--- src/rtl/sccb_init_sequencer.sv ---
`default_nettype none
// ============================================================================
// Module      : sccb_init_sequencer
// Description : Walks a register-init table and feeds writes, delays and
//               retries to an SCCB byte engine.
// Revision    : 1.0 - initial release
// ============================================================================
module sccb_init_sequencer #(
    parameter int          ROM_AW    = 8,
    parameter int          RA_BYTES  = 1,
    parameter int          MAX_RETRY = 3,
    parameter logic [23:0] DELAY_CYC = 24'd2_700_000
) (
    input  logic                      sys_clk,
    input  logic                      sys_rst_n,
    input  logic                      start,
    output logic [ROM_AW-1:0]         rom_addr,
    input  logic [8*(RA_BYTES+1)-1:0] rom_data,
    output logic [7:0]                data_out,
    output logic                      store_data,
    output logic                      send_data,
    input  logic                      engine_rdy,
    input  logic                      engine_err,
    output logic                      busy,
    output logic                      done,
    output logic                      fail,
    output logic [7:0]                retry_cnt
);
    localparam int c_DW = 8 * (RA_BYTES + 1);

    typedef enum logic [3:0] {
        S_PWRUP = 4'd0, S_FETCH = 4'd1, S_CHECK = 4'd2, S_LOAD  = 4'd3,
        S_SEND  = 4'd4, S_WAIT  = 4'd5, S_DELAY = 4'd6, S_RETRY = 4'd7,
        S_DONE  = 4'd8, S_FAIL  = 4'd9
    } state_t;

    state_t              r_state, w_state;
    logic [ROM_AW-1:0]   r_rom_addr, w_rom_addr;
    logic [7:0]          r_data_out, w_data_out;
    logic                r_store, w_store, r_send, w_send;
    logic [23:0]         r_cnt, w_cnt;
    logic [1:0]          r_byte_idx, w_byte_idx;
    logic [7:0]          r_entry_retry, w_entry_retry;
    logic [7:0]          r_retry_cnt, w_retry_cnt;
    logic                r_wait_first, w_wait_first;
    logic                r_retry_armed, w_retry_armed;
    logic                r_busy, r_done, r_fail;

    logic [7:0] w_load_byte;
    logic       w_ra_ones, w_is_end, w_is_delay, w_cnt_last, w_last_byte;
    logic       w_addr_last, w_can_retry;

    // Register address goes out MSB first, the value byte last
    always_comb begin
        w_load_byte = rom_data[7:0];
        for (int i = 0; i < RA_BYTES; i++) begin
            if (r_byte_idx == 2'(i)) w_load_byte = rom_data[c_DW-1-8*i -: 8];
        end
    end

    assign w_ra_ones   = &rom_data[c_DW-1:8];
    assign w_is_end    = w_ra_ones && (rom_data[7:0] == 8'hFF);
    assign w_is_delay  = w_ra_ones && (rom_data[7:0] == 8'hF0);
    assign w_cnt_last  = (r_cnt >= DELAY_CYC - 24'd1);
    assign w_last_byte = (r_byte_idx == 2'(RA_BYTES));
    assign w_addr_last = &r_rom_addr;
    assign w_can_retry = (r_entry_retry < 8'(MAX_RETRY));

    always_comb begin
        w_state       = r_state;
        w_rom_addr    = r_rom_addr;
        w_data_out    = r_data_out;
        w_store       = 1'b0;
        w_send        = 1'b0;
        w_cnt         = r_cnt;
        w_byte_idx    = r_byte_idx;
        w_entry_retry = r_entry_retry;
        w_retry_cnt   = r_retry_cnt;
        w_wait_first  = 1'b0;
        w_retry_armed = r_retry_armed;
        case (r_state)
            S_PWRUP: begin
                if (!w_cnt_last) begin
                    w_cnt = r_cnt + 24'd1;
                end else if (engine_rdy) begin
                    w_state    = S_FETCH;
                    w_rom_addr = '0;
                end
            end
            S_FETCH: w_state = S_CHECK;
            S_CHECK: begin
                if (w_is_end) begin
                    w_state = S_DONE;
                end else if (w_is_delay) begin
                    w_state = S_DELAY;
                    w_cnt   = '0;
                end else begin
                    w_state    = S_LOAD;
                    w_byte_idx = '0;
                end
            end
            S_LOAD: begin
                w_data_out = w_load_byte;
                w_store    = 1'b1;
                if (w_last_byte) w_state = S_SEND;
                else             w_byte_idx = r_byte_idx + 2'd1;
            end
            S_SEND: begin
                w_send       = 1'b1;
                w_state      = S_WAIT;
                w_wait_first = 1'b1;
            end
            S_WAIT: begin
                // The first WAIT cycle overlaps the send strobe, so the engine status is stale
                if (!r_wait_first) begin
                    if (engine_err) begin
                        w_state       = S_RETRY;
                        w_retry_armed = 1'b0;
                    end else if (engine_rdy) begin
                        w_entry_retry = '0;
                        if (w_addr_last) begin
                            w_state = S_FAIL;
                        end else begin
                            w_rom_addr = r_rom_addr + ROM_AW'(1);
                            w_state    = S_FETCH;
                        end
                    end
                end
            end
            S_DELAY: begin
                if (!w_cnt_last) begin
                    w_cnt = r_cnt + 24'd1;
                end else if (w_addr_last) begin
                    w_state = S_FAIL;
                end else begin
                    w_rom_addr = r_rom_addr + ROM_AW'(1);
                    w_state    = S_FETCH;
                end
            end
            S_RETRY: begin
                if (!r_retry_armed) begin
                    if (w_can_retry) begin
                        w_entry_retry = r_entry_retry + 8'd1;
                        w_retry_cnt   = (r_retry_cnt == 8'hFF) ? r_retry_cnt : r_retry_cnt + 8'd1;
                        w_retry_armed = 1'b1;
                    end else begin
                        w_state = S_FAIL;
                    end
                end else if (engine_rdy) begin
                    w_retry_armed = 1'b0;
                    w_state       = S_LOAD;
                    w_byte_idx    = '0;
                end
            end
            S_DONE, S_FAIL: begin
                if (start) begin
                    w_state       = S_FETCH;
                    w_rom_addr    = '0;
                    w_entry_retry = '0;
                    w_retry_cnt   = '0;
                    w_retry_armed = 1'b0;
                end
            end
            default: w_state = S_PWRUP;
        endcase
    end

    always_ff @(posedge sys_clk or negedge sys_rst_n) begin
        if (!sys_rst_n) begin
            r_state       <= S_PWRUP;
            r_rom_addr    <= '0;
            r_data_out    <= '0;
            r_store       <= 1'b0;
            r_send        <= 1'b0;
            r_cnt         <= '0;
            r_byte_idx    <= '0;
            r_entry_retry <= '0;
            r_retry_cnt   <= '0;
            r_wait_first  <= 1'b0;
            r_retry_armed <= 1'b0;
            r_busy        <= 1'b1;
            r_done        <= 1'b0;
            r_fail        <= 1'b0;
        end else begin
            r_state       <= w_state;
            r_rom_addr    <= w_rom_addr;
            r_data_out    <= w_data_out;
            r_store       <= w_store;
            r_send        <= w_send;
            r_cnt         <= w_cnt;
            r_byte_idx    <= w_byte_idx;
            r_entry_retry <= w_entry_retry;
            r_retry_cnt   <= w_retry_cnt;
            r_wait_first  <= w_wait_first;
            r_retry_armed <= w_retry_armed;
            r_busy        <= (w_state != S_DONE) && (w_state != S_FAIL);
            r_done        <= (w_state == S_DONE);
            r_fail        <= (w_state == S_FAIL);
        end
    end

    assign rom_addr   = r_rom_addr;
    assign data_out   = r_data_out;
    assign store_data = r_store;
    assign send_data  = r_send;
    assign busy       = r_busy;
    assign done       = r_done;
    assign fail       = r_fail;
    assign retry_cnt  = r_retry_cnt;

endmodule
`default_nettype wire

--- config.mk ---
export PLATFORM = sky130hd
export DESIGN_NAME = sccb_init_sequencer
export DESIGN_NICKNAME = d
export VERILOG_FILES = /design/src/rtl/sccb_init_sequencer.sv
export SDC_FILE = /design/constraint.sdc
export NUM_CORES = 1
export LEC_CHECK = 0
export CAP_MARGIN = 15
export CORE_MARGIN = 4
export CORE_UTILIZATION = 64
export CTS_BUF_LIST = sky130_fd_sc_hd__clkbuf_4 sky130_fd_sc_hd__clkbuf_8 sky130_fd_sc_hd__clkbuf_16
export DETAILED_ROUTE_END_ITERATION = 8
export DONT_BUFFER_PORTS = 1
export PLACE_DENSITY_LB_ADDON = 0.25
export REMOVE_ABC_BUFFERS = 1
export SYNTH_ARGS = -nofsm -noshare
export SYNTH_HDL_FRONTEND = slang
export SYNTH_SLANG_ARGS = --single-unit
--- constraint.sdc ---
create_clock -name sys_clk -period 3 [get_ports sys_clk]
set_input_delay 0 -clock sys_clk [delete_from_list [all_inputs] [get_ports sys_clk]]
set_output_delay 0 -clock sys_clk [all_outputs]
set_load 0.02 [all_outputs]
==> summary.log <==
qor: detailed_routing.routed-via-count 3383
qor: logic_synthesis.synthXorXnorAreaFrac 0.692%
qor: power.ir_drop 0.000288 V
qor: global_routing.grt_start_max_net_pins 69
qor: detailed_routing.drt-total-wl 9.38 mm
qor: placement.port-buffer-count 0
qor: floorplan.floorplan.die_area 7230 µm²
qor: logic_synthesis.synth-async-reset-ratio 100%
qor: logic_synthesis.synthAdderAreaFrac 1.98%
qor: detailed_routing.drt_pass1_iterations 5
qor: worst_setup_path.path_delay_family simple AND/OR/NAND/NOR gates
qor: global_routing.grt-ovfl-total 0
qor: floorplan.fp.coreArea 5640 µm²
qor: layout.post_route_cells_drive_above_1_share 7.64%
qor: logic_synthesis.yosys_register_bits 68
qor: layout.antenna_cells_inserted 0
qor: sta.tns 0 ns
qor: placement.pre_cts_slack 0.582 ns
qor: layout.multi_input_area 1970 µm²
qor: sta.post-route-period-util 81.4%
qor: worst_setup_path.crit_required 3.23 ns
qor: logic_synthesis.synth-seq-area-share 44.9%
qor: worst_setup_path.class_of_the_most_critical_setup_path reg2reg
qor: global_routing.first_global_vias 3313
qor: logic_synthesis.synth_cells 425
qor: logic_synthesis.share_of_the_synthesized_area_in_the_top_cell_type 44.2%
qor: worst_setup_path.largest_stage_delay_worst_path 0.51 ns
qor: logic_synthesis.synth.cell_area 3790 µm²
qor: sta.finalClockSkew 0.0104 ns
qor: logic_synthesis.yosysWarningCount 0
qor: logic_synthesis.synth_top_family_by_area simple AND/OR/NAND/NOR gates
qor: logic_synthesis.synth_simple_gate_area_share 29.1%
qor: cts.root_buffer clkbuf_8
qor: detailed_routing.route.detailed.vias_per_inst 6.54
qor: sta.layout_min_cycle_time 2.44 ns
qor: logic_synthesis.most_instantiated_flip_flop_cell_in_the_synthesis_netlist dfrtp_1
qor: cts.cts_tree yes
qor: cts.worst_skew_pair.late_latency 0.36 ns
qor: power.power_density_over_cell_area 393 nW/µm²
qor: sta.tightest_slew 0.669 ns
qor: worst_setup_path.worst-path-max-fanout 10
qor: cts.number_of_clock_sinks 68
qor: cts.cts-buffers-inserted 9
qor: cts.cts.repair_timing.setup_buffer_count 0
qor: worst_hold_path.hold_path_class in2reg
qor: detailed_routing.first_iter_violations 314
qor: logic_synthesis.biggest_area_contributors_in_the_synthesized_netlist dfrtp_1 44%, nand2_1 4.9%, nor2_1 4.5%
qor: sta.achievable-frequency 409 MHz
qor: global_routing.gr-usage-all-layers 27.5%
qor: global_routing.grt_pass1_wl 15.9 mm
qor: floorplan.die-width 85.0 µm
qor: sta.finalHoldViolCount 0
qor: detailed_routing.detail_route_antenna_nets 0
qor: logic_synthesis.syn_avg_cell_area 8.93 µm²
qor: layout.seq_area 1700 µm²
qor: run.drv_cap 0
qor: cts.htree_levels 3
qor: floorplan.start_util 67.3%
qor: power.total_power 1660 µW
qor: worst_setup_path.critPathBufInv 0
qor: floorplan.io_pins 50
qor: logic_synthesis.synth.mux.area_fraction 3.69%
qor: layout.final_net_count 467
qor: cts.cts-hold-fix-buffers 21
qor: placement.routabilityCongestion 0.849
qor: cts.max-clock-path-buffers 2
qor: detailed_routing.post_drt_wl_per_cell 18.1 µm
qor: layout.final_core_utilization 74.8%
qor: status.status finished, final reports clean
qor: floorplan.fp.dieH 85.0 µm
qor: power.leakagePower 0.00180 µW
qor: floorplan.fp-row-count 27
qor: worst_setup_path.crit_path_end_kind flip-flop
qor: logic_synthesis.post_synth_num_cell_types 60
qor: sta.timing.final.ws_setup 0.557 ns
qor: worst_setup_path.critical_path_start_type flip-flop
qor: logic_synthesis.synth-edff-count 0
qor: cts.cts.repair.resized 0
qor: cts.worst_setup_hold_path_clk_slew 0.08 ns
qor: detailed_routing.drc 0
qor: sta.timing.slew.headroom 55.0%
qor: sta.grt_setup_unrepaired false
qor: sta.timing_max_transition_violations_final 0
qor: layout.fillers 387
qor: worst_setup_path.cp.arrival 2.67 ns
qor: logic_synthesis.synth_largest_area_cell dfrtp_1
qor: global_routing.antenna_found_initial 0
qor: worst_setup_path.worstPathCellList ha_1, nand3_1, nor3_1, o22ai_1, o22ai_2, or2_1, o21ai_0
qor: logic_synthesis.synth_compound_area_share 16.4%
qor: sta.finalSetupViolCount 0
qor: worst_setup_path.critical-path-slowest-cell dfrtp_1
qor: placement.hpwl_detailed 5.83 mm
qor: layout.area_added_between_synthesis_and_finish 11.2%
[through the flow]
| step | instance area [µm²] | instances | hold WS [ns] |
|---|---|---|---|
| 6_report | 4220 | 517 | 0.0422 |
| 5_1_grt | 4220 | 517 | 0.0252 |
| 4_1_cts | 4220 | 517 | 0.00453 |
| 3_5_place_dp | 3810 | 480 | -0.293 |
| 3_3_place_gp | 3810 | 480 | -0.294 |
| 2_1_floorplan | 3700 | 405 | -0.296 |
[state kept, by name, indices dropped and copies added (netlist names), 2 cells and up]
signal         cells
data_out           8
r_byte_idx         2
r_cnt             24
r_entry_retry      8
r_state            4
retry_cnt          8
rom_addr           8
[worst register-to-register path, cell delays in order, from the launching register on]
cell and delay, ns:
dfrtp_1 0.51, ha_1 0.25, nand3_1 0.17, nor3_1 0.43
o22ai_1 0.19, o22ai_2 0.32, or2_1 0.30, o21ai_0 0.15
[path summary, 6_finish.rpt]
check                                                   from                           end  slack [ns]  depth (start not counted)
worst max-delay path                 rom_addr[0]$_DFFE_PN0P_       rom_addr[5]$_DFFE_PN0P_        0.56                          7
worst min-delay path                              engine_rdy          r_state[2]$_DFF_PN0_        0.04                          5
worst max register to register       rom_addr[0]$_DFFE_PN0P_       rom_addr[5]$_DFFE_PN0P_        0.56                          7
worst min register to register  r_entry_retry[7]$_DFFE_PN0P_  r_entry_retry[7]$_DFFE_PN0P_        0.50                          1
max in group asynchronous                          sys_rst_n                busy$_DFF_PN1_        2.51                          2
min in group asynchronous                          sys_rst_n  r_entry_retry[7]$_DFFE_PN0P_        0.18                          2
[power breakdown]
group | switching [µW] | leakage, µW | internal [µW] | total (µW)
logic | 28.8 | 0.000883 | 26.4 | 55.2
registers | 0 | 0.000830 | 916 | 916
clock network | 365 | 0.0000920 | 320 | 686
total | 394 | 0.00180 | 1260 | 1660
[layout by cell type, fill, tap and decap left out, types with 11 or more instances in the layout]
cell type / netlist / routed
dfrtp_1: 67 / 67
nand3_1: 25 / 25
nand2b_1: 16 / 16
nor2_1: 45 / 45
a21oi_1: 16 / 16
nand2_1: 50 / 50
o21ai_0: 28 / 28
mux2i_1: 14 / 14
dlygate4sd3_1: 0 / 20
nand4_1: 13 / 13
and2_1: 11 / 11
[final cells by class]
cell class	count	share of cell area, %
clock inverter	6	0.949
inverter	9	0.800
multi-input combinational	328	46.6
tap	72	2.13
sequential	68	40.3
clock buffer	10	3.26
timing repair buffer	24	5.93
[cells in the mapped netlist, types with 10 or more instances]
cell type / count
mux2i_1: 14
nor2_1: 45
nand2_1: 50
dfrtp_1: 67
and2_1: 11
nand2b_1: 16
nand4_1: 13
a21oi_1: 16
nor3_1: 10
o21ai_0: 28
nand3_1: 25
[cell families (layout without fill, tap and decap cells)]
| logic type | Yosys count | after routing |
|---|---|---|
| buf+inv | 29 | 49 |
| xor+xnor | 3 | 3 |
| compound gates | 92 | 92 |
| mux | 14 | 14 |
| simple gates | 213 | 213 |
| flops | 68 | 68 |
| fa+ha+maj | 6 | 6 |
[per-layer routing]
| metal | share of wire (%) | global-route usage (%) | vias to the layer above |
|---|---|---|---|
| met5 | 0 | 0 | - |
| met4 | 3.3 | 13.2 | 0 |
| met3 | 6.0 | 5.44 | 34 |
| met2 | 49 | 44.4 | 138 |
| met1 | 42 | 35.5 | 1630 |
| li1 | - | - | 1581 |
No activity file was read; power rests on OpenSTA's default activity.
